$ cat src/rtl/fault_campaign_ctrl.sv
// Stuck-at fault campaign sequencer: walks the global fault index one site at a time,
// compares faulty against golden samples per site and hands out one result per fault.
module fault_campaign_ctrl #(
   parameter int NFAULTS    = 64,
   parameter int FBASE      = 0,
   parameter int IDW        = 16,
   parameter int OBSW       = 32,
   parameter int CYCLES     = 16,
   parameter int EARLY_STOP = 1
) (
   input  logic            i_clk,
   input  logic            i_rst,
   input  logic            i_start,
   input  logic            i_abort,
   output logic [IDW-1:0]  o_stuck_id,
   output logic            o_pattern_restart,
   input  logic            i_obs_valid,
   input  logic [OBSW-1:0] i_obs_golden,
   input  logic [OBSW-1:0] i_obs_faulty,
   output logic            o_res_valid,
   input  logic            i_res_ready,
   output logic [IDW-1:0]  o_res_id,
   output logic            o_res_detected,
   output logic [7:0]      o_res_sample,
   output logic            o_busy,
   output logic            o_done,
   output logic [IDW-1:0]  o_detected_cnt,
   output logic [2:0]      o_dbg_state
);

   localparam int CNTW = (CYCLES < 2) ? 1 : $clog2(CYCLES);
   localparam logic [IDW-1:0]  FIRST_ID = IDW'(FBASE);
   localparam logic [IDW-1:0]  LAST_ID  = IDW'(FBASE + NFAULTS - 1);
   localparam logic [CNTW-1:0] CNT_LAST = CNTW'(CYCLES - 1);

   typedef enum logic [2:0] {
      S_IDLE   = 3'd0,
      S_ARM    = 3'd1,
      S_RUN    = 3'd2,
      S_REPORT = 3'd3,
      S_DONE   = 3'd4
   } state_t;

   state_t          r_state,    w_state;
   logic [IDW-1:0]  r_cur,      w_cur;
   logic [CNTW-1:0] r_cnt,      w_cnt;
   logic            r_mismatch, w_mismatch;
   logic [7:0]      r_first,    w_first;
   logic            r_abort,    w_abort;
   logic [IDW-1:0]  r_det_cnt,  w_det_cnt;

   logic            w_hit;
   logic            w_new_hit;
   logic            w_busy_st;
   logic            w_abort_any;
   logic [31:0]     w_cnt_ext;
   logic [7:0]      w_first_sat;

   always_ff @(posedge i_clk) begin
      if (i_rst) begin
         r_state    <= S_IDLE;
         r_cur      <= '0;
         r_cnt      <= '0;
         r_mismatch <= 1'b0;
         r_first    <= '0;
         r_abort    <= 1'b0;
         r_det_cnt  <= '0;
      end else begin
         r_state    <= w_state;
         r_cur      <= w_cur;
         r_cnt      <= w_cnt;
         r_mismatch <= w_mismatch;
         r_first    <= w_first;
         r_abort    <= w_abort;
         r_det_cnt  <= w_det_cnt;
      end
   end

   always_comb begin
      w_state     = r_state;
      w_cur       = r_cur;
      w_cnt       = r_cnt;
      w_mismatch  = r_mismatch;
      w_first     = r_first;
      w_abort     = r_abort;
      w_det_cnt   = r_det_cnt;
      w_hit       = (i_obs_golden != i_obs_faulty);
      w_new_hit   = w_hit && !r_mismatch;
      w_busy_st   = (r_state == S_ARM) || (r_state == S_RUN) || (r_state == S_REPORT);
      w_abort_any = r_abort || i_abort;
      w_cnt_ext   = 32'(r_cnt);
      // The reported sample field is 8 bits wide; longer runs saturate.
      w_first_sat = (w_cnt_ext > 32'd255) ? 8'hFF : w_cnt_ext[7:0];

      if (w_busy_st && i_abort) begin
         w_abort = 1'b1;
      end

      case (r_state)
         S_IDLE, S_DONE: begin
            if (i_start) begin
               w_cur     = FIRST_ID;
               w_det_cnt = '0;
               w_abort   = 1'b0;
               w_state   = S_ARM;
            end
         end
         S_ARM: begin
            w_cnt      = '0;
            w_mismatch = 1'b0;
            w_first    = '0;
            w_state    = S_RUN;
         end
         S_RUN: begin
            if (i_obs_valid) begin
               if (w_new_hit) begin
                  w_mismatch = 1'b1;
                  w_first    = w_first_sat;
               end
               w_cnt = r_cnt + CNTW'(1);
               if ((r_cnt == CNT_LAST) || ((EARLY_STOP != 0) && w_new_hit)) begin
                  w_state = S_REPORT;
               end
            end
         end
         S_REPORT: begin
            // Transfer completes on valid && ready; fields stay frozen until then.
            if (i_res_ready) begin
               if (r_mismatch) begin
                  w_det_cnt = r_det_cnt + IDW'(1);
               end
               if ((r_cur == LAST_ID) || w_abort_any) begin
                  w_state = S_DONE;
               end else begin
                  w_cur   = r_cur + IDW'(1);
                  w_state = S_ARM;
               end
            end
         end
         default: begin
            w_state = S_IDLE;
         end
      endcase
   end

   // Outside a campaign the index is all-ones so every wrapper stays fault-free.
   assign o_stuck_id        = w_busy_st ? r_cur : '1;
   assign o_pattern_restart = (r_state == S_ARM);
   assign o_res_valid       = (r_state == S_REPORT);
   assign o_res_id          = o_res_valid ? r_cur : '0;
   assign o_res_detected    = o_res_valid && r_mismatch;
   assign o_res_sample      = o_res_valid ? r_first : '0;
   assign o_busy            = w_busy_st;
   assign o_done            = (r_state == S_DONE);
   assign o_detected_cnt    = r_det_cnt;
   assign o_dbg_state       = r_state;

endmodule
$ cat config.mk
export PLATFORM = sky130hd
export DESIGN_NAME = fault_campaign_ctrl
export DESIGN_NICKNAME = d
export VERILOG_FILES = /design/src/rtl/fault_campaign_ctrl.sv
export SDC_FILE = /design/constraint.sdc
export NUM_CORES = 1
export LEC_CHECK = 0
export BUFFER_PORTS_ARGS = -buffer_cell sky130_fd_sc_hd__buf_4
export CORE_UTILIZATION = 43
export DETAILED_ROUTE_END_ITERATION = 7
export GPL_TIMING_DRIVEN = 0
export PLACE_DENSITY = 0.72
export REMOVE_ABC_BUFFERS = 1
export SLEW_MARGIN = 20
export SYNTH_ARGS = -nofsm -noshare
export SYNTH_HDL_FRONTEND = slang
export SYNTH_SLANG_ARGS = --single-unit
$ cat constraint.sdc
create_clock -name i_clk -period 4.08 [get_ports i_clk]
set_clock_uncertainty 0.1 [all_clocks]
set_input_delay 0 -clock i_clk [delete_from_list [all_inputs] [get_ports i_clk]]
set_output_delay 0 -clock i_clk [all_outputs]
set_load 0.05 [all_outputs]
==> impl_metrics.ini <==
[outcome]
status = complete, no violations

[sta]
setup_viol = 0
fmax_mhz = 375
slew_headroom_pct = 31.8
slew_viol_final = 0
tightest_slew_ns = 1.02
rsz0062_at_grt = no
fin_tns_setup_ns = 0
min_period_ns = 2.67
post-route-period-util_pct = 65.4
hold_viol = 0

[cts]
cts_resized = 0
cts_buffers = 5
cts_setup_buffers = 0
clk_pin_slew_ns = 0.08
postCtsHoldBufs = 4
cts_tree = built
cts_sinks = 45
clock_latency_ns = 0.30
htree_levels = 2
cts-root-buf = clkbuf_8
clockBufferDepth = 2

[placement]
place_inst = 528
finalWeightedCongestion = 0.813
io_buffers = 129
dp_hpwl_um = 5460

[synthesis]
yosysTopAreaCell = dfxtp_1
synth_cell_types = 45
ys_seq_area_share_pct = 32.0
ys_warn_count = 0
synth_edf_count = 0
syn_avg_cell_area_um2 = 8.24
synth_cells = 341
netlist_top_cells_area = dfxtp_1 32%, xor2_1 14%, and2_1 5.1%, or3_1 4.9%, nor2_1 4.8%
yosysTopAreaCellShare_pct = 32.0
yosys_register_bits = 45
synth-async-reset-ratio_pct = 0
ys.flop_type = dfxtp_1
syn-cell-area_um2 = 2810

[floorplan]
start_util_pct = 44.5
core_area_um2 = 6310
placementRows = 29
die_h_um = 82.9
ioPinCount = 134
die_area_um2 = 6870
die_w_um = 82.9

[global_route]
gr-total-overflow = 0
antenna_found_initial = 0
grt_max_degree = 32
grt_pass1_vias = 2822
track_usage_pct = 21.5
grt_pass1_wl_um = 12400

[routing]
wire_per_inst_um = 13.7
routed_wl_um = 7390
drtIter0Drc = 115
num_vias = 2838
dr.pass1.iters = 4
final_antenna_net_count = 0
route.detailed.drc = 0
viasPerCell = 5.26

[worst_setup_path]
critPathMaxStageDelay_ns = 0.75
crit_path_top_delay_cell = nor3b_2
startpoint = o_dbg_state[0]
crit_arrival_ns = 2.74
cp_cell_sequence = nor3b_2 -> a41o_1 -> nand4_1 -> nor3b_1 -> xnor2_1 -> nor2_1
start_kind = flip-flop
crit_type = flip-flop to flip-flop
worstPathRequired_ns = 4.15
worstReg2RegStart = o_dbg_state[0]
endpoint_kind = flip-flop
cp_max_fo = 14

[layout]
insertedDiodeCount = 0
area_growth_pct = 40.1
drive_gt1_share_pct = 31.3
final_cell_mix = 129 x buf_4, 46 x xor2_1, 45 x dfxtp_1
layout_commonest_cell = buf_4
fin_cells = 540
final_nets = 535

[run]
cap_violations = 0

[min_path]
hold_path_class = primary input to flip-flop
hp-start = i_start

[power]
power_leakage_nw = 1.76
powerDensity_nw_per_um2 = 440
vdd_drop_max_mv = 0.461
-- Yosys cell counts (4+ instances only) --
cell      count
a21oi_1      13
and2_1       23
and3_1        7
buf_4         5
clkbuf_1     16
dfxtp_1      45
inv_1         6
mux2i_1       7
nand2_1      12
nand3_1       7
nand4_1       8
nor2_1       36
nor2b_1       7
nor3_1        9
nor4_1       10
o21ai_0      12
or3_1        22
or4_1         4
xnor2_1       8
xor2_1       46
-- metal layers --
metal  share of wire (%)  vias to the layer above  GRT usage (%)  routed length (um)
met4                 1.4                        0           6.74                 106
met3                 5.9                       10           4.87                 437
met5                   0                        -              0                   0
met2                  52                      112           39.3                3820
li1                    -                     1428              -                   -
met1                  41                     1288           24.7                3030
-- sequential cells by signal, summed over array words and instances, names as in the netlist --
register / count
r_mismatch: 1
r_abort: 1
r_cnt: 4
r_cur: 16
r_first: 4
o_detected_cnt: 16
o_dbg_state: 3
-- worst paths after layout --
| path | end | slack, ns | depth (start not counted) |
|---|---|---|---|
| worst max register to register | o_detected_cnt[13] | 1.41 | 6 |
| worst max-delay path | o_detected_cnt[13] | 1.41 | 6 |
| worst min-delay path | o_dbg_state[0] | 0.10 | 5 |
| worst min register to register | r_mismatch | 0.40 | 2 |
-- area by class of cell --
class / count / area [um^2]
well taps: 77 / 96.3
multi-input cells: 271 / 1800
clock inverters: 2 / 38.8
clock buffers: 6 / 72.6
fillers: 586 / 2380
flip-flops and latches: 45 / 901
inverters: 6 / 22.5
repair buffers: 133 / 1010
-- cells by family (layout without fill, tap and decap cells) --
kind of cell | count (synthesis) | in the layout | synth area share, %
buffers and inverters | 28 | 147 | 4.41
flip-flops | 45 | 45 | 32.0
other | 1 | 4 | 0.133
multiplexers | 8 | 8 | 2.89
adder cells (fa/ha/maj) | 3 | 3 | 1.34
AND/OR/NAND/NOR | 159 | 159 | 32.0
XOR/XNOR | 54 | 54 | 16.8
AO/OA/AOI/OAI | 43 | 43 | 10.4
-- through the flow --
step	setup WS, ns	cell area, um^2	hold slack, ns	power (mW)	util [%]
3_3_place_gp	1.48	3790	0.154	1.39	60.0
2_1_floorplan	0.985	2720	-0.0309	1.12	-
4_1_cts	1.40	3940	0.0956	1.75	62.4
6_report	1.41	3940	0.102	1.73	62.4
3_5_place_dp	1.44	3790	0.182	1.40	60.0
5_1_grt	1.21	3940	0.157	1.82	62.4
-- critical path, delay by kind of cell (launching register included) --
kind | cells | cell delay, ns
and+or+nand+nor | 4 | 1.49
DFF | 1 | 0.46
AOI/OAI and AO/OA | 1 | 0.33
xor gates and xnor gates | 1 | 0.16
-- report_power, final --
part	switching, mW	internal, mW	total, mW
logic	0.612	0.284	0.896
clock network	0.156	0.184	0.340
registers	0.0408	0.457	0.497
Power figures use the tool's default switching activity.
